--- src/rtl/reu_bus_ctl_if.sv ---
// Bus-arbitration signal bundle between the C64 bus timing logic and the
// REU bus controller. The controller sits on the slave side.
interface reu_bus_ctl_if;
  logic phi2_start;
  logic cpu_rw;
  logic vic_steal;
  logic dma_req;
  logic cpu_rdy;
  logic dma_active;
  logic dma_cycle;
  logic overrun;

  modport master (
    output phi2_start, cpu_rw, vic_steal, dma_req,
    input  cpu_rdy, dma_active, dma_cycle, overrun
  );

  modport slave (
    input  phi2_start, cpu_rw, vic_steal, dma_req,
    output cpu_rdy, dma_active, dma_cycle, overrun
  );
endinterface

--- src/rtl/reu_bus_ctl.sv ---
// REU bus controller: halts the 6510 through RDY, waits for the CPU to reach
// a read cycle (or gives up after HALT_MAX write cycles), then takes over the
// CPU phi2 slot and opens one DMA_LEN-clk access window per free phi2
// half-cycle. All outputs are registered.
module reu_bus_ctl #(
  parameter int DMA_LEN  = 16,
  parameter int HALT_MAX = 3
) (
  input  logic         clk,
  input  logic         reset,
  reu_bus_ctl_if.slave bus
);

  localparam int              HCW       = (HALT_MAX < 1) ? 1 : $clog2(HALT_MAX + 1);
  localparam logic [HCW-1:0]  HALT_LAST = HCW'(HALT_MAX);
  localparam logic [4:0]      WIN_LAST  = 5'(DMA_LEN - 1);

  typedef enum logic [1:0] {
    IDLE  = 2'd0,
    HALT  = 2'd1,
    GRANT = 2'd2
  } state_t;

  state_t         state, state_nxt;
  logic           cpu_rdy_q, cpu_rdy_nxt;
  logic           dma_active_q, dma_active_nxt;
  logic           dma_cycle_q, dma_cycle_nxt;
  logic           overrun_q, overrun_nxt;
  logic [HCW-1:0] halt_cnt, halt_cnt_nxt;
  logic [4:0]     win_cnt, win_cnt_nxt;

  // A window in its final clk counts as expired: a phi2 strobe landing on
  // that clk may open the next window back-to-back instead of overrunning.
  logic win_last;
  logic win_busy;
  assign win_last = dma_cycle_q && (win_cnt == WIN_LAST);
  assign win_busy = dma_cycle_q && !win_last;

  // Next-state and registered-output decode; window timing runs independently
  // of dma_req so an open window always completes.
  always_comb begin
    state_nxt      = state;
    cpu_rdy_nxt    = cpu_rdy_q;
    dma_active_nxt = dma_active_q;
    dma_cycle_nxt  = dma_cycle_q;
    overrun_nxt    = 1'b0;
    halt_cnt_nxt   = halt_cnt;
    win_cnt_nxt    = win_cnt;

    if (dma_cycle_q) begin
      if (win_last) begin
        dma_cycle_nxt = 1'b0;
        win_cnt_nxt   = 5'd0;
      end else begin
        win_cnt_nxt = win_cnt + 5'd1;
      end
    end

    case (state)
      IDLE: begin
        cpu_rdy_nxt    = 1'b1;
        dma_active_nxt = 1'b0;
        if (bus.dma_req) begin
          cpu_rdy_nxt  = 1'b0;
          halt_cnt_nxt = '0;
          state_nxt    = HALT;
        end
      end

      HALT: begin
        if (!bus.dma_req) begin
          cpu_rdy_nxt    = 1'b1;
          dma_active_nxt = 1'b0;
          state_nxt      = IDLE;
        end else if (bus.phi2_start) begin
          // RDY only stops the 6510 on a read cycle; writes run through.
          if (bus.cpu_rw || (halt_cnt == HALT_LAST)) begin
            dma_active_nxt = 1'b1;
            state_nxt      = GRANT;
          end else begin
            halt_cnt_nxt = halt_cnt + 1'b1;
          end
        end
      end

      GRANT: begin
        if (bus.phi2_start) begin
          if (win_busy) begin
            overrun_nxt = 1'b1;
          end else if (bus.dma_req && !bus.vic_steal) begin
            dma_cycle_nxt = 1'b1;
            win_cnt_nxt   = 5'd0;
          end
        end
        if (!bus.dma_req && !dma_cycle_q) begin
          dma_active_nxt = 1'b0;
          cpu_rdy_nxt    = 1'b1;
          state_nxt      = IDLE;
        end
      end

      default: begin
        cpu_rdy_nxt    = 1'b1;
        dma_active_nxt = 1'b0;
        dma_cycle_nxt  = 1'b0;
        state_nxt      = IDLE;
      end
    endcase
  end

  // State and output registers with synchronous reset to the released-bus state.
  always_ff @(posedge clk) begin
    if (reset) begin
      state        <= IDLE;
      cpu_rdy_q    <= 1'b1;
      dma_active_q <= 1'b0;
      dma_cycle_q  <= 1'b0;
      overrun_q    <= 1'b0;
      halt_cnt     <= '0;
      win_cnt      <= 5'd0;
    end else begin
      state        <= state_nxt;
      cpu_rdy_q    <= cpu_rdy_nxt;
      dma_active_q <= dma_active_nxt;
      dma_cycle_q  <= dma_cycle_nxt;
      overrun_q    <= overrun_nxt;
      halt_cnt     <= halt_cnt_nxt;
      win_cnt      <= win_cnt_nxt;
    end
  end

  assign bus.cpu_rdy    = cpu_rdy_q;
  assign bus.dma_active = dma_active_q;
  assign bus.dma_cycle  = dma_cycle_q;
  assign bus.overrun    = overrun_q;

endmodule

--- src/flat_wrapper.sv ---
// flat-port wrapper written by rule: the top's interface ports become plain ports
module reu_bus_ctl_flat 
#(
  parameter int DMA_LEN  = 16,
  parameter int HALT_MAX = 3
)
  (clk, reset, bus_phi2_start, bus_cpu_rw, bus_vic_steal, bus_dma_req, bus_cpu_rdy, bus_dma_active, bus_dma_cycle, bus_overrun);
  reu_bus_ctl_if bus_i ();
  input  logic clk;
  input  logic reset;
  input wire logic [$bits(bus_i.phi2_start)-1:0] bus_phi2_start;
  input wire logic [$bits(bus_i.cpu_rw)-1:0] bus_cpu_rw;
  input wire logic [$bits(bus_i.vic_steal)-1:0] bus_vic_steal;
  input wire logic [$bits(bus_i.dma_req)-1:0] bus_dma_req;
  output wire logic [$bits(bus_i.cpu_rdy)-1:0] bus_cpu_rdy;
  output wire logic [$bits(bus_i.dma_active)-1:0] bus_dma_active;
  output wire logic [$bits(bus_i.dma_cycle)-1:0] bus_dma_cycle;
  output wire logic [$bits(bus_i.overrun)-1:0] bus_overrun;
  assign bus_i.phi2_start = bus_phi2_start;
  assign bus_i.cpu_rw = bus_cpu_rw;
  assign bus_i.vic_steal = bus_vic_steal;
  assign bus_i.dma_req = bus_dma_req;
  assign bus_cpu_rdy = bus_i.cpu_rdy;
  assign bus_dma_active = bus_i.dma_active;
  assign bus_dma_cycle = bus_i.dma_cycle;
  assign bus_overrun = bus_i.overrun;
  reu_bus_ctl #(.DMA_LEN(DMA_LEN), .HALT_MAX(HALT_MAX)) u_core (.clk(clk), .reset(reset), .bus(bus_i));
endmodule
--- config.mk ---
export PLATFORM = sky130hd
export DESIGN_NAME = reu_bus_ctl_flat
export DESIGN_NICKNAME = d
export VERILOG_FILES = /design/src/rtl/reu_bus_ctl_if.sv /design/src/rtl/reu_bus_ctl.sv /design/src/flat_wrapper.sv
export SDC_FILE = /design/constraint.sdc
export NUM_CORES = 1
export LEC_CHECK = 0
export ABC_CLOCK_PERIOD_IN_PS = 1900
export BUFFER_PORTS_ARGS = -buffer_cell sky130_fd_sc_hd__buf_2
export CAP_MARGIN = 20
export CORE_AREA = 2 2 39 41
export CTS_BUF_LIST = sky130_fd_sc_hd__clkbuf_16
export DETAILED_ROUTE_END_ITERATION = 7
export DIE_AREA = 0 0 41 43
export PLACE_DENSITY = 0.74
export SYNTH_ARGS = -nofsm -noshare
export SYNTH_HDL_FRONTEND = slang
export SYNTH_SLANG_ARGS = --single-unit
--- constraint.sdc ---
create_clock -name clk -period 1.9 [get_ports clk]
set_input_delay 0.38 -clock clk [delete_from_list [all_inputs] [get_ports clk]]
set_output_delay 0.38 -clock clk [all_outputs]
set_load 0.02 [all_outputs]
**After elaboration in Yosys (flattened, before gate mapping)**

Index checks and enable logic that the tools add are counted.

- Register bits: 13
- Latch bits: 0
- Memory bits (writable): 0
- Bits in read-only memories: 0
- Bits of input ports: 6
- Output and inout bits: 4
- Memories: 0

- Add/subtract/negate cells: 2
- $mul: 0
- Div/mod/pow operators: 0
- Order comparisons: 0
- Equal/unequal tests: 12
- Shift-type cells: 0
- Muxes and demuxes: 33
- Bitwise gates (word level): 2
- Reductions and logical operators: 17

Operators by type and width:

| cell | count |
|---|---|
| two-way mux 5 bit | 6 |
| two-way mux 2 bit | 9 |
| two-way mux 1 bit | 13 |
| != test 2 bit (second input constant) | 5 |
| case mux 2 bit (3 select lines) | 1 |
| adder 5 x 1 -> 5 bit (second input constant) | 1 |
| equality test 5 x 4 -> 1 bit (second input constant) | 1 |
| AND reduction 5 bit | 1 |
| equality test 2 bit (second input constant) | 2 |
| logical AND 1 bit | 4 |
| logical NOT 1 bit | 4 |
| case mux 1 bit (2 select lines) | 2 |
| case mux 2 bit (2 select lines) | 1 |
| AND reduction 4 bit | 1 |
| != test 3 x 2 -> 1 bit (second input constant) | 1 |
| != test 3 bit (second input constant) | 1 |
| case mux 1 bit (3 select lines) | 1 |
| AND reduction 3 bit | 1 |
| OR reduction 3 bit | 1 |
| adder 2 x 1 -> 2 bit (second input constant) | 1 |
| equality test 2 x 1 -> 1 bit (second input constant) | 1 |
| logical NOT 2 bit | 1 |
| != test 2 x 1 -> 1 bit (second input constant) | 1 |
| NOT 1 bit | 2 |
| 4 further kinds | 4 |

**Longest topological paths before layout**

Gate-level depths: netlist of the first run.

- Depth after elaboration: 8
- Gate-level depth with buffers: 4

**Worst setup path before layout of the first run**

No wires, ideal clock.

- Kind: register to register
- Start point: register u_core.dma_cycle_q, in the netlist u_core.bus.dma_cycle
- End point: register u_core.cpu_rdy_q, in the netlist u_core.bus.cpu_rdy
- Data arrival time: 1141 ps
- Path slack: 645 ps
- Stages on the path, launching flop included: 4
- Period minus slack after synthesis: 1255 ps
- Cell sequence: dfxtp_1 -> buf_2 -> or3b_1 -> a21o_1

- Cells in the longest elaborated chain, start to end: 4

RTL lines:

| item | RTL line | source |
|---|---|---|
| start: declaration | reu_bus_ctl.sv:27 | `logic dma_cycle_q, dma_cycle_nxt;` |
| start signal: assignment | reu_bus_ctl.sv:125 | `dma_cycle_q <= dma_cycle_nxt;` |
| logical NOT 1 bit | reu_bus_ctl.sv:95 | `if (!bus.dma_req && !dma_cycle_q) begin` |
| logical AND 1 bit | reu_bus_ctl.sv:95 |  |
| != test 2 x 1 -> 1 bit (no source line) | - |  |
| AND reduction 2 bit (no source line) | - |  |
| end signal: assignment | reu_bus_ctl.sv:123 | `cpu_rdy_q <= cpu_rdy_nxt;` |
| end: declaration | reu_bus_ctl.sv:25 | `logic cpu_rdy_q, cpu_rdy_nxt;` |

No other way between the ends.
A chain may end at the register's enable or synchronous reset.

**Worst setup path in the final report of the first run**

- Start point: register u_core.win_cnt[0]
- End point: register u_core.win_cnt[0]

- Cells in the longest elaborated chain, start to end: 8
- Elaborated cells on any way between the ends: 11
- Those cells by class: add/sub: 1; eq/ne: 1; mux: 6; reduce/logical: 3

RTL lines:

| item | RTL line | source |
|---|---|---|
| start: declaration | reu_bus_ctl.sv:30 | `logic [4:0] win_cnt, win_cnt_nxt;` |
| start signal: assignment | reu_bus_ctl.sv:128 | `win_cnt <= win_cnt_nxt;` |
| parallel branches: the longest is 7 deep, another holds adder 5 x 1 -> 5 bit | - |  |
| two-way mux 5 bit * | reu_bus_ctl.sv:59 | `case (state)` |

Every way passes the cells marked *.

==> results summary, run 1 <==
The sum of overflow across all layers after global routing came out at 0. The die width came out at 41 um. The proportion of layout cells with a drive suffix above 1 is approximately 22%. The detailed router used layers up to and including met4.

The final-report setup violation count came out at 0. The routed wirelength normalized by instance count is 13.5 um. The number of antenna violations at the first check in global routing came to 0. Counting every instance in the synthesized netlist gives 68. The slowest stage of the critical path is the sky130_fd_sc_hd__o31ai_1 cell.

The count of unresolved DRC violations after routing came out at 0. The final critical-path required period is 1.38 ns. The power share of the clock group is roughly 55%.

For this run, the number of Yosys warnings is 0. The critical path start-end classification is reg -> reg. The placer's final routability congestion estimate came out at 0.772.

The count of pins over their slew limit came to 0. The instance count after placement with tap cells included is 90. The portion of total power attributed to sequential cells came out at about two fifths.

In this run the tool buffered the top-level ports with 9 buffer cells. After detailed routing, the met3 layer carries 63 um of wire. After clock tree synthesis, the clock-pin slew on the worst setup and hold paths is roughly 0.050 ns.

The die covers 1760 um2. The CTS tree is built. The total of hold buffers inserted after clock tree synthesis is 0. The run finished with clean final reports.

The routed layout has 535 vias. The repair_antennas step left the layout with diodes totalling 0. At the end of the flow, the number of nets in the layout was 87. The library cell used most frequently in the layout, excluding fill and tap cells, is sky130_fd_sc_hd__dfxtp_1. Summed over all layers, the routed wires come to about 1.3 mm.

The total core area is 1380 um2. The number of buffers on the longest clock path came out at 2. The global routing usage summed across all routing layers came out at about a fifth. The initial standard-cell utilization of the core came out at 45.9%. Counting both buffers and inverters, the worst setup path holds a total of 1. Power spread over the standard cell area amounts to 935 nW/um2. The vertical die dimension came out at 43 um.

The largest net degree at the start of global routing came out at 15. The data arrival time at the worst-slack endpoint is 1.47 ns. The source-to-sink clock delay at the later pin of the worst-skew pair came out at 0.24 ns. The reported max-cap violation count came out at 0. The net count after synthesis is 76. The detailed placer's ending HPWL came out at 836 um. The wire length of the first global-routing pass came out at 2.24 mm. The number of antenna-violating nets in the routed design came out at 0.

Once routing completed, OpenROAD measured the worst setup slack at approximately 0.52 ns. In the routed layout, each cell is associated on average with a via count of 5.69. The total standard cell area after synthesis came out at 636 um2. The final hold violation count came out at 0. The path category of the worst min-delay check is in -> reg. After the flow finishes, the layout carries non-filler instances totaling between 90 and 100. The cell family contributing the most delay on the critical path is compound AO/OA/AOI/OAI gates. The root buffer cell chosen for the clock tree is sky130_fd_sc_hd__clkbuf_16.

Of the available clock period, the critical path in the final layout requires between 70 and 80%. After synthesis the netlist holds a flip-flop and latch count of 13. The required time of the worst setup path came out at 1.99 ns. The sum of routed wire segments on met1 came out at 598 um. The proportion of synthesized chip area in sequential cells is 40.9%. The first detailed-routing pass ran for 4 iterations.

At the placement stage, the worst setup path has a slack of 0.537 ns. Across the VDD grid, the largest voltage drop is about 0.54 mV. The post-CTS setup repair buffer count is 0. The top cell types in the final layout, fill and taps aside, are 13 x sky130_fd_sc_hd__dfxtp_1, 9 x sky130_fd_sc_hd__buf_2, 4 x sky130_fd_sc_hd__inv_1, 4 x sky130_fd_sc_hd__nand2_1, 4 x sky130_fd_sc_hd__a21oi_1. After synthesis, the netlist uses 34 different library cells. The number of design-rule violations left by the first detailed-router iteration came out at 6. The synthesized area per cell came out at 9.35 um2. The total negative slack is 0 ns. The clock net in this run drives a total of 13 sinks. After detailed routing, the met2 layer carries between 500 and 600 um of wire. Traced cell by cell, the critical path runs through ha_1 -> inv_1 -> o31ai_1 -> a221oi_1. The switching power total came out at around 0.00014 W. Combinational logic burns 5.2% of the power. The analysis attributes to cell leakage a power of 0.272 nW. The H-tree level count came out at 1. The number of CTS-inserted buffers came out at 3.

The measured slew at the worst slew-check pin came out at 0.548 ns. Along the worst path, the maximum fanout reaches 4. The highest clock frequency the design can meet came out at 723 MHz. The worst hold slack came out at 0.440 ns. Post-CTS repair changed the size of 0 cells. Between clock sinks in the finished design, the worst skew comes to 0.00421 ns. The critical path endpoint category is a register. The delay of the slowest cell on the worst path came out at 0.50 ns. The area growth from synthesis to layout is 19.5%. The cell-internal power is 0.000570 W. Net switching is 19.8% of the power.

Measured against its own limit, the worst slew margin works out to 63.2%. The number of placement rows is 14. The via count of the first global-routing pass came out at approximately 510. The top-level port count is 10.

The category of the worst setup path launch point is a register. Setup repair after global routing left no endpoint under its margin.
==> area by class of cell <==
cell class | count | area [um2]
Clock buffer | 3 | 75.1
Clock inverter | 1 | 3.75
Fill cell | 118 | 624
Inverter | 3 | 11.3
Multi-Input combinational cell | 49 | 344
Sequential cell | 13 | 260
Tap cell | 16 | 20.0
Timing Repair Buffer | 9 | 45.0
==> worst paths after layout <==
| path | startpoint | slack, ns | depth (start not counted) | endpoint |
|---|---|---|---|---|
| setup / recovery | u_core.win_cnt[0] | 0.52 | 4 | u_core.win_cnt[0] |
| hold / removal | bus_vic_steal | 0.44 | 3 | u_core.bus.dma_cycle |
| setup reg to reg | u_core.win_cnt[0] | 0.52 | 4 | u_core.win_cnt[0] |
| hold reg to reg | u_core.bus.dma_active | 0.46 | 2 | u_core.bus.dma_active |
==> worst reg2reg max path, stage by stage, from the launching register on <==
cell and delay, ns:
sky130_fd_sc_hd__dfxtp_1 0.37, sky130_fd_sc_hd__ha_1 0.18, sky130_fd_sc_hd__inv_1 0.04, sky130_fd_sc_hd__o31ai_1 0.50, sky130_fd_sc_hd__a221oi_1 0.15
==> synthesized netlist by cell type (all sizes together) <==
cell	n	share of area, %
a211oi	1	1.2
a21o	1	1.2
a21oi	4	3.1
a221oi	3	5.1
a311oi	1	1.4
and2b	1	1.4
buf	2	2.6
clkbuf	1	0.59
dfxtp	13	41
ha	2	3.9
inv	3	1.8
mux2i	1	1.6
nand2	4	2.4
nand2b	3	4.1
nand3	1	0.79
nand3b	1	1.2
nand4	2	2.0
nand4b	1	1.4
nor2	3	1.8
nor3	3	2.4
nor4	2	2.0
nor4b	1	1.4
o211ai	1	1.2
o21ai	3	2.4
o311ai	1	1.4
o31ai	1	1.2
o32ai	2	2.8
or2	3	3.0
or3b	2	2.8
xor2	1	1.4
==> sequential cells by signal, summed over array words and instances (netlist names) <==
signal / count
u_core.bus.dma_cycle: 1
u_core.state: 2
u_core.bus.cpu_rdy: 1
u_core.bus.overrun: 1
u_core.win_cnt: 5
u_core.halt_cnt: 2
u_core.bus.dma_active: 1
==> metal layers <==
metal	vias up	global-route usage (%)
li1	277	-
met1	241	25.2
met4	0	16.0
met3	4	6.28
met2	13	25.6
met5	-	0
==> power groups by stage <==
stage,logic [W],registers [W],clock network (W)
after CTS,0.0000365,0.000282,0.000394
final,0.0000369,0.000282,0.000391
after detailed placement,0.0000360,0.000287,0
after global placement,0.0000360,0.000287,0
after floorplan,0.0000247,0.000286,0
after global routing,0.0000406,0.000283,0.000408
==> stage by stage <==
step	total power (W)	util, %	instance area [um2]
2_1_floorplan	0.000311	-	636
3_3_place_gp	0.000323	49.2	681
3_5_place_dp	0.000323	49.2	681
4_1_cts	0.000713	54.9	759
5_1_grt	0.000732	54.9	759
6_report	0.000710	54.9	759
==> logic make-up (layout without fill, tap and decap cells) <==
family | after synthesis | in the layout | share of synthesized area [%]
simple gates | 27 | 27 | 26.4
compound gates | 18 | 18 | 20.9
flops | 13 | 13 | 40.9
buf+inv | 6 | 16 | 4.92
fa+ha+maj | 2 | 2 | 3.94
xor+xnor | 1 | 1 | 1.38
mux | 1 | 1 | 1.57
Power figures use the tool's default switching activity.
==> run 2, diff against run 1 <==
--- a/config.mk
+++ b/config.mk
@@ -5,14 +5,14 @@
 export SDC_FILE = /design/constraint.sdc
 export NUM_CORES = 1
 export LEC_CHECK = 0
-export ABC_CLOCK_PERIOD_IN_PS = 1900
+export ABC_AREA = 1
+export ABC_CLOCK_PERIOD_IN_PS = 1250
 export BUFFER_PORTS_ARGS = -buffer_cell sky130_fd_sc_hd__buf_2
 export CAP_MARGIN = 20
-export CORE_AREA = 2 2 39 41
+export CORE_UTILIZATION = 47
 export CTS_BUF_LIST = sky130_fd_sc_hd__clkbuf_16
 export DETAILED_ROUTE_END_ITERATION = 7
-export DIE_AREA = 0 0 41 43
-export PLACE_DENSITY = 0.74
+export PLACE_DENSITY = 0.76
 export SYNTH_ARGS = -nofsm -noshare
 export SYNTH_HDL_FRONTEND = slang
 export SYNTH_SLANG_ARGS = --single-unit
==> constraint.sdc (replaced) <==
create_clock -name clk -period 1.25 [get_ports clk]
set_input_delay 0.25 -clock clk [delete_from_list [all_inputs] [get_ports clk]]
set_output_delay 0.25 -clock clk [all_outputs]
set_load 0.02 [all_outputs]
==> run 2 against run 1 <==
Clock power up 54%. Final cell count up 29%. Core utilization up 14 points. Non-clock buffer count up 2. Setup slack worse by 0.48 ns. Via count up 21%. Sequential power up 59%. Largest power group unchanged.
==> results summary, run 2 <==
The run finished with clean final reports. The post-synthesis mux area share is 0%. The count of unresolved DRC violations after routing is 0. For this run, asynchronously set or reset flops after synthesis account for 0%.

The path category of the worst min-delay check is in -> reg. The detailed placer's ending HPWL came out at 950 um. Setup violations remaining at the end of the flow were counted as 0. The worst reg2reg path endpoint is u_core.win_cnt[3]. The share of synthesized cell area in and, or, nand and nor gates came out at 34.4%. The depth of the worst hold-timing path is 2. The number of buffers on the longest clock path is 2.

sky130_fd_sc_hd__dfxtp_1 takes more of the synthesized area than any other cell. Leaving out fill and tap cells, the most frequent cell in the layout is sky130_fd_sc_hd__nand2_1. The number of sinks driven by the clock tree is 13. The count of pins over their slew limit came out at 0.

By count the netlist is led by 23 x sky130_fd_sc_hd__nand2_1, 13 x sky130_fd_sc_hd__dfxtp_1, 12 x sky130_fd_sc_hd__nor2_1. The critical path start-end classification is reg -> reg. The slowest cell on the critical path is sky130_fd_sc_hd__dfxtp_2. At the worst endpoint, the required time is 1.39 ns. The number of filler cells placed in the layout came out at 91. Of all nets on the critical path, the largest fanout is 5. The top-level port count came out at 10. The startpoint identified for the worst hold timing path is reset. The final hold violation count is 0. The number of nets at the end of the flow is 116.

The proportion of synthesized chip area in sequential cells came out at between 40% and 50%. The data arrival time at the worst-slack endpoint came out at ~1.4 ns. Entering global routing, the biggest net connects 9 pins.

TritonCTS built the clock tree. The number of I/O port buffers is 9. The post-CTS clock slew at the launch and capture registers of the worst setup and hold paths came out at 0.04 ns. The share of the synthesized area in compound gates (AO/OA/AOI/OAI) came out at 14.2%.

The routed design has approximately 1.5 mm of wire. The number of warning messages in the yosys log came out at 0. The detailed-route vias per instance came out at 5.33. The static leakage is 0.409 nW. The first TritonRoute pass finished after 4 iterations.

On the critical path the largest part of the delay comes from flip-flops. By area, the combinational part of the netlist is dominated by simple AND/OR/NAND/NOR gates. The share of Yosys cell area claimed by the top area cell type came out at between 40% and 50%. The end of the worst hold path is u_core.bus.dma_active. In the final routed layout, each cell accounts on average for 12.8 um. The final cell area excluding filler cells came out at 815 um2.

By instance count, the leading cell after synthesis is sky130_fd_sc_hd__nand2_1. The worst setup path is launched from a register. The count of vias placed by the detailed router is 645. The power density over the cells came out at 1420 nW/um2. The sum of buffers and inverters on the critical path came out at 0. On the worst path, the slowest cell contributes a delay of 0.34 ns. Yosys mapped the design onto 16 distinct sky130hd cell types.

Traced cell by cell, the critical path runs through ha_2 -> nand3_2 -> o21ai_2 -> and2_1 -> nor2_1. The worst hold slack is 0.260 ns. Summing the areas of all xor and xnor instances in the mapped netlist gives 0% of the synthesized area. The initialized floorplan defines 12 standard-cell rows. The wire length of the first global-routing pass is 2.42 mm. The reported max-cap violation count is 0. The floorplan step set the die width to 38.8 um.

The sum of overflow across all layers after global routing came out at 0. The post-placement cell area is roughly 700 um2. The placer's final routability congestion estimate is 0.928. The source-to-sink clock delay at the later pin of the worst-skew pair is 0.24 ns. The via count of the first global-routing pass came to 496.

The count of flip-flops with a built-in enable after synthesis came out at 0. The synthesized-area fraction occupied by adder cells came out at 3.94%. The worst setup path is captured at a register. The worst path uses 96.9% of the clock period. Setup repair after global routing could not meet its margin everywhere. The number of antenna diodes in the final layout is 0. The normalized max-slew margin is 81.2%. The number of CTS-inserted buffers came out at 3. After layout, the minimum clock period comes to 1.21 ns. The measured slew at the worst slew-check pin came out at 0.281 ns. The initial standard-cell utilization of the core came out at 53.6%. The dominant synthesized flop cell is sky130_fd_sc_hd__dfxtp_1. The global routing usage summed across all routing layers came out at 25.0%. The register bit count reported by yosys came out at 13. The synthesized area per cell is 6.91 um2. The worst register-to-register path has a depth of 5. Timing would allow up to a little over 800 MHz.

The largest voltage drop on the vdd net came out at 1.11 mV. The number of antenna-violating nets in the routed design came out at 0. The largest registers in the layout are u_core.win_cnt: 5 flops, u_core.halt_cnt: 2 flops, u_core.state: 2 flops. The internal reg-to-reg setup slack is roughly 0.039 ns. The proportion of layout cells with a drive suffix above 1 is 29.9%.

The startpoint of the lowest-slack register-to-register path is u_core.win_cnt[1]. The number of design-rule violations left by the first detailed-router iteration came out at 27. Synthesis produced a netlist with a net count of 100.

The number of cells produced by synthesis came out at 92. The H-tree level count is 1. The worst setup skew after layout is 0.00147 ns. The floorplan step defined a die boundary enclosing about 1500 um2. The floorplan step set the die height to 38.8 um.

The total standard cell area after synthesis came out at ~640 um2. The library cells used most frequently in the layout, excluding fill and tap cells, are 23 x sky130_fd_sc_hd__nand2_1, 11 x sky130_fd_sc_hd__nor2_1, 10 x sky130_fd_sc_hd__inv_1. The register with the most flip-flops in the layout has 5 of them. The layout-stage area growth over the synthesis result is 28.1%. Sorting the synthesized cells by area gives the leading types as sky130_fd_sc_hd__dfxtp_1 41%, sky130_fd_sc_hd__nand2_1 14%, sky130_fd_sc_hd__a21oi_1 7.1%, sky130_fd_sc_hd__nand3_1 7.1%, sky130_fd_sc_hd__nor2_1 7.1%. The total core area is 1190 um2. Clock tree synthesis selected as its root buffer the cell sky130_fd_sc_hd__clkbuf_16. The overall power came out at 0.00116 W.

Ranked by flip-flop count, first place goes to u_core.win_cnt. The number of antenna violations at the first check in global routing was 0.
-- run 2: changes by cell type after synthesis, moves of 3 or more --
cell                      delta
sky130_fd_sc_hd__nand2_1    +19
sky130_fd_sc_hd__nand3_1     +8
sky130_fd_sc_hd__nor2_1      +9
sky130_fd_sc_hd__nor2_2      +3
sky130_fd_sc_hd__inv_1       +6
sky130_fd_sc_hd__nor3_1      -3
sky130_fd_sc_hd__a21oi_1     +5
-- run 2: worst max-delay path by stage --
stage	from	slack, ns	depth (start not counted)	end
2_1_floorplan	u_core.win_cnt[0]	0.17	5	u_core.win_cnt[3]
3_3_place_gp	u_core.win_cnt[0]	0.04	5	u_core.win_cnt[3]
3_5_place_dp	u_core.win_cnt[1]	0.04	5	u_core.win_cnt[3]
4_1_cts	u_core.win_cnt[1]	0.005	6	u_core.bus.dma_cycle
5_1_grt	u_core.win_cnt[1]	-0.01	6	u_core.bus.dma_cycle
6_report	u_core.win_cnt[1]	0.04	5	u_core.win_cnt[3]
-- run 2: what timing repair did --
item,4_1_cts,5_1_grt
hold buffers,0,0
endpoints found under the hold margin,0,0
setup buffers,0,2
resized for setup,1,10
pin swaps,0,6
setup endpoints to repair,1,6
-- run 2: where the power goes --
group,internal (W),total (W),leakage [nW],switching [W]
Clock,0.000422,0.000602,0.0423,0.000180
Sequential,0.000433,0.000448,0.108,0.0000150
Combinational,0.0000379,0.000106,0.259,0.0000678
Total,0.000893,0.00116,0.409,0.000263
-- run 2: cell type report --
| cell class | instances | area (um2) | share of cell area (%) |
|---|---|---|---|
| timing repair buffer | 11 | 60.1 | 7.37 |
| clock buffer | 3 | 75.1 | 9.22 |
| multi-input combinational | 68 | 350 | 43.0 |
| tap | 14 | 17.5 | 2.15 |
| sequential | 13 | 267 | 32.7 |
| clock inverter | 1 | 3.75 | 0.461 |
| inverter | 11 | 41.3 | 5.07 |
-- run 2: worst reg2reg max path, stage by stage, from the launching register on --
cell	delay, ns
sky130_fd_sc_hd__dfxtp_2	0.34
sky130_fd_sc_hd__ha_2	0.19
sky130_fd_sc_hd__nand3_2	0.09
sky130_fd_sc_hd__o21ai_2	0.27
sky130_fd_sc_hd__and2_1	0.17
sky130_fd_sc_hd__nor2_1	0.04
-- run 2: per-layer routing --
layer  track usage [%]  routed length [um]  vias up
met5                 0                   0        -
met4              12.9                  28        0
met3              6.94                  82        4
met2              37.5                 724       25
met1              32.0                 710      288
li1                  -                   -      328
-- run 2: cells by family after synthesis --
family | Yosys count
AND/OR/NAND/NOR | 50
AO/OA/AOI/OAI | 16
buffers and inverters | 11
adder cells (fa/ha/maj) | 2
flip-flops | 13
-- run 2: per-stage QoR --
step,std cells,setup TNS [ns],setup WS (ns),utilization [%]
finish,121,0,0.0391,68.7
global route,121,-0.0272,-0.0121,68.7
CTS,119,0,0.00469,65.5
detailed placement,115,0,0.0364,58.9
global placement,115,0,0.0445,58.9
floorplan,92,0,0.167,-
==> run 3, diff against run 2 <==
--- a/config.mk
+++ b/config.mk
@@ -13,6 +13,7 @@
 export CTS_BUF_LIST = sky130_fd_sc_hd__clkbuf_16
 export DETAILED_ROUTE_END_ITERATION = 7
 export PLACE_DENSITY = 0.76
+export SETUP_SLACK_MARGIN = 0.5
 export SYNTH_ARGS = -nofsm -noshare
 export SYNTH_HDL_FRONTEND = slang
 export SYNTH_SLANG_ARGS = --single-unit
==> run 3 against run 2 <==
Clock power fell by 4.3%. Sequential power about the same. Global-route usage grew 0.54 points. Clock skew rose by 0.00078 ns. Combinational power grew 45%. Worst hold slack gained 0.016 ns. Non-clock buffer count grew 9. Flip-flop and latch count stayed put. Setup slack gained 0.11 ns. Core utilization grew 20 points. Register-to-register slack better by 0.11 ns. Highest routed layer unchanged.
==> results summary, run 3 (synthesis results as in run 2) <==
The flow ran to the end, and the final reports show no timing, DRC or antenna violations. Global routing used 25.5% of the available tracks. The number of nets at the end of the flow came out at approximately 130. Leaving out fill and tap cells, the most frequent cell in the layout is sky130_fd_sc_hd__nand2_1. The final hold violation count was 0. The normalized max-slew margin is 82.1%. The detailed-router iteration count before antenna repair came out at 4. The cell at the root of the clock tree is sky130_fd_sc_hd__clkbuf_16.

The min-delay analysis places its worst path in the category in -> reg. The count of unresolved DRC violations after routing came out at 0. VDD sags by at most around 1.1 mV. The static leakage came out at 0.472 nW. The worst setup path is of the reg -> reg kind.

The worst register-to-register path ends at u_core.bus.dma_cycle. Entering global routing, the biggest net connects 9 pins. The final layout contains routed wiring with a total length of 1.94 mm. Among all stages on the critical path, the largest delay is contributed by sky130_fd_sc_hd__dfxtp_2. The sum of routed wire segments on met1 came out at 863 um.

The final critical-path required period came out at 1.11 ns. Following the worst setup path forward leads to its endpoint at u_core.bus.dma_cycle. The number of antenna violations at the first check in global routing is 0. The startpoint of the most critical setup path is u_core.win_cnt[0]. The most numerous cell type found on the critical path is sky130_fd_sc_hd__nand2_1. The worst reg2reg path depth is 6. The number of clock buffers added by TritonCTS is 3. The largest registers in the layout are u_core.win_cnt: 5 flops, u_core.halt_cnt: 2 flops, u_core.state: 2 flops.

Walking the worst path, the cells encountered are ha_4 -> nand3_4 -> o21ai_4 -> nand2_1 -> nand2_1 -> inv_1. Leaving out fill and tap cells, the most frequent cells in the layout are 19 x sky130_fd_sc_hd__nand2_1, 10 x sky130_fd_sc_hd__inv_1, 9 x sky130_fd_sc_hd__nor2_1. Between clock sinks in the finished design, the worst skew comes to 0.00225 ns. Setup slack on the worst reg-to-reg path comes out at 0.14 ns. The setup slack of the critical path after layout came out at 0.144 ns.

Of the cells placed in the final design, the portion with a size suffix greater than 1 is 51.7%. The worst hold path begins at reset. The routed wirelength normalized by instance count came out at 15.0 um.

The total core area came out at roughly 1200 um2. The later pin in the worst-skew pair is clocked with a latency of 0.24 ns. In this run the remaining antenna-violating nets after routing total 0. The worst setup path is launched from a register. STA puts the critical path data required time at 1.38 ns. The antenna diode count is 0. Clock-pin slew was measured on the worst setup and hold paths at 0.04 ns. STA puts the critical path data arrival time at 1.24 ns. The startpoint of the lowest-slack register-to-register path is u_core.win_cnt[0]. Detailed placement ended at an HPWL of 962 um. The critical path endpoint category is a register. The number of flip-flops in the largest register is 5. The H-tree level count is 1. The layout-stage area growth over the synthesis result is 65.0%.

u_core.win_cnt holds more flip-flops than any other register. The number of I/O port buffers came out at 9. The routed design uses 970 um of met2 wire. Using the TritonRoute via totals, the vias-per-cell ratio works out to between 5 and 6. The initial utilization of the core area, before any placement, comes to 53.6%.

The delay of the slowest cell on the worst path is 0.35 ns. The clock net in this run drives a total of 13 sinks. The measured slew at the worst slew-check pin is 0.268 ns. Measured along the x axis, the die boundary spans between 30 and 40 um. The number of placement rows is 12. Signal routing reaches up to met4. The routed length on met3 is 96 um. The power density over the cells is approximately 1100 nW/um2. The sum of overflow across all layers after global routing is 0. Setup repair after global routing could not meet its margin everywhere. TritonCTS built the clock tree.

For this run, the top clock speed supported by timing is between 900 and 1000 MHz. The top-level port count is 10. The worst hold slack came out at 0.275 ns. The reported max-cap violation count is 0.

The via count of the first global-routing pass came to approximately 600. The vertical die dimension is approximately 39 um. The final-report setup violation count came out at 0. The final critical-path share of the clock period is 88.4%. The floorplan step defined a die boundary enclosing 1500 um2. The total negative slack came out at 0 ns. The largest fanout on the critical path came out at 5. The count of pins over their slew limit came to 0.

The number of design-rule violations left by the first detailed-router iteration came out at 18. The congestion estimate from routability-driven global placement came to 0.860. The wire length of the first global-routing pass is 2.53 mm. The filler cells instantiated in the layout total 61.

The setup slack after placement is ~0.14 ns. The number of buffers on the longest clock path came out at 2. Hold repair after CTS inserted 0 buffers. The count of vias placed by the detailed router came out at 703.
[run 3: worst min path at each step]
stage,endpoint,cells after the start
2_1_floorplan,u_core.state[0],1
6_report,u_core.bus.dma_active,2
4_1_cts,u_core.state[0],2
5_1_grt,u_core.bus.dma_active,2
3_5_place_dp,u_core.win_cnt[4],2
3_3_place_gp,u_core.bus.dma_active,2
[run 3: stage by stage]
step / power (W) / std cells / area (um2) / util [%]
2_1_floorplan: 0.000522 / 92 / 689 / -
3_3_place_gp: 0.000552 / 115 / 752 / 63.4
3_5_place_dp: 0.000556 / 115 / 752 / 63.4
4_1_cts: 0.00116 / 127 / 968 / 81.6
5_1_grt: 0.00123 / 130 / 1050 / 88.4
6_report: 0.00118 / 130 / 1050 / 88.4
[run 3: timing repair]
| action | 4_1_cts | 5_1_grt |
|---|---|---|
| buffers inserted | 8 | 3 |
| endpoints found under the hold margin | 0 | 0 |
| setup endpoints to repair | 17 | 17 |
| pin swaps | 13 | 14 |
| gates resized for setup | 19 | 17 |
[run 3: cell type report]
type | count | area [um2] | share of cell area [%]
inverter | 11 | 43.8 | 4.18
sequential | 13 | 280 | 26.7
timing repair buffer | 20 | 173 | 16.5
multi-input combinational | 68 | 455 | 43.4
tap | 14 | 17.5 | 1.67
clock inverter | 1 | 3.75 | 0.358
clock buffer | 3 | 75.1 | 7.16
[run 3: worst max-delay path, delay by kind of cell, from the launching register on]
family,cells,cell delay [ns]
flip-flops,1,0.35
AO/OA/AOI/OAI,1,0.19
buffers and inverters,1,0.04
adder cells (fa/ha/maj),1,0.15
AND/OR/NAND/NOR,3,0.27
[run 3: layer usage]
layer / global-route usage, % / up-vias
met5: 0 / -
met4: 5.17 / 0
met3: 8.67 / 2
met2: 44.2 / 25
met1: 30.1 / 325
li1: - / 351
[run 3: power breakdown]
group,internal (W),switching [W],total (W)
Combinational,0.0000661,0.0000876,0.000154
Sequential,0.000431,0.0000179,0.000449
Clock,0.000420,0.000156,0.000576
Total,0.000917,0.000262,0.00118
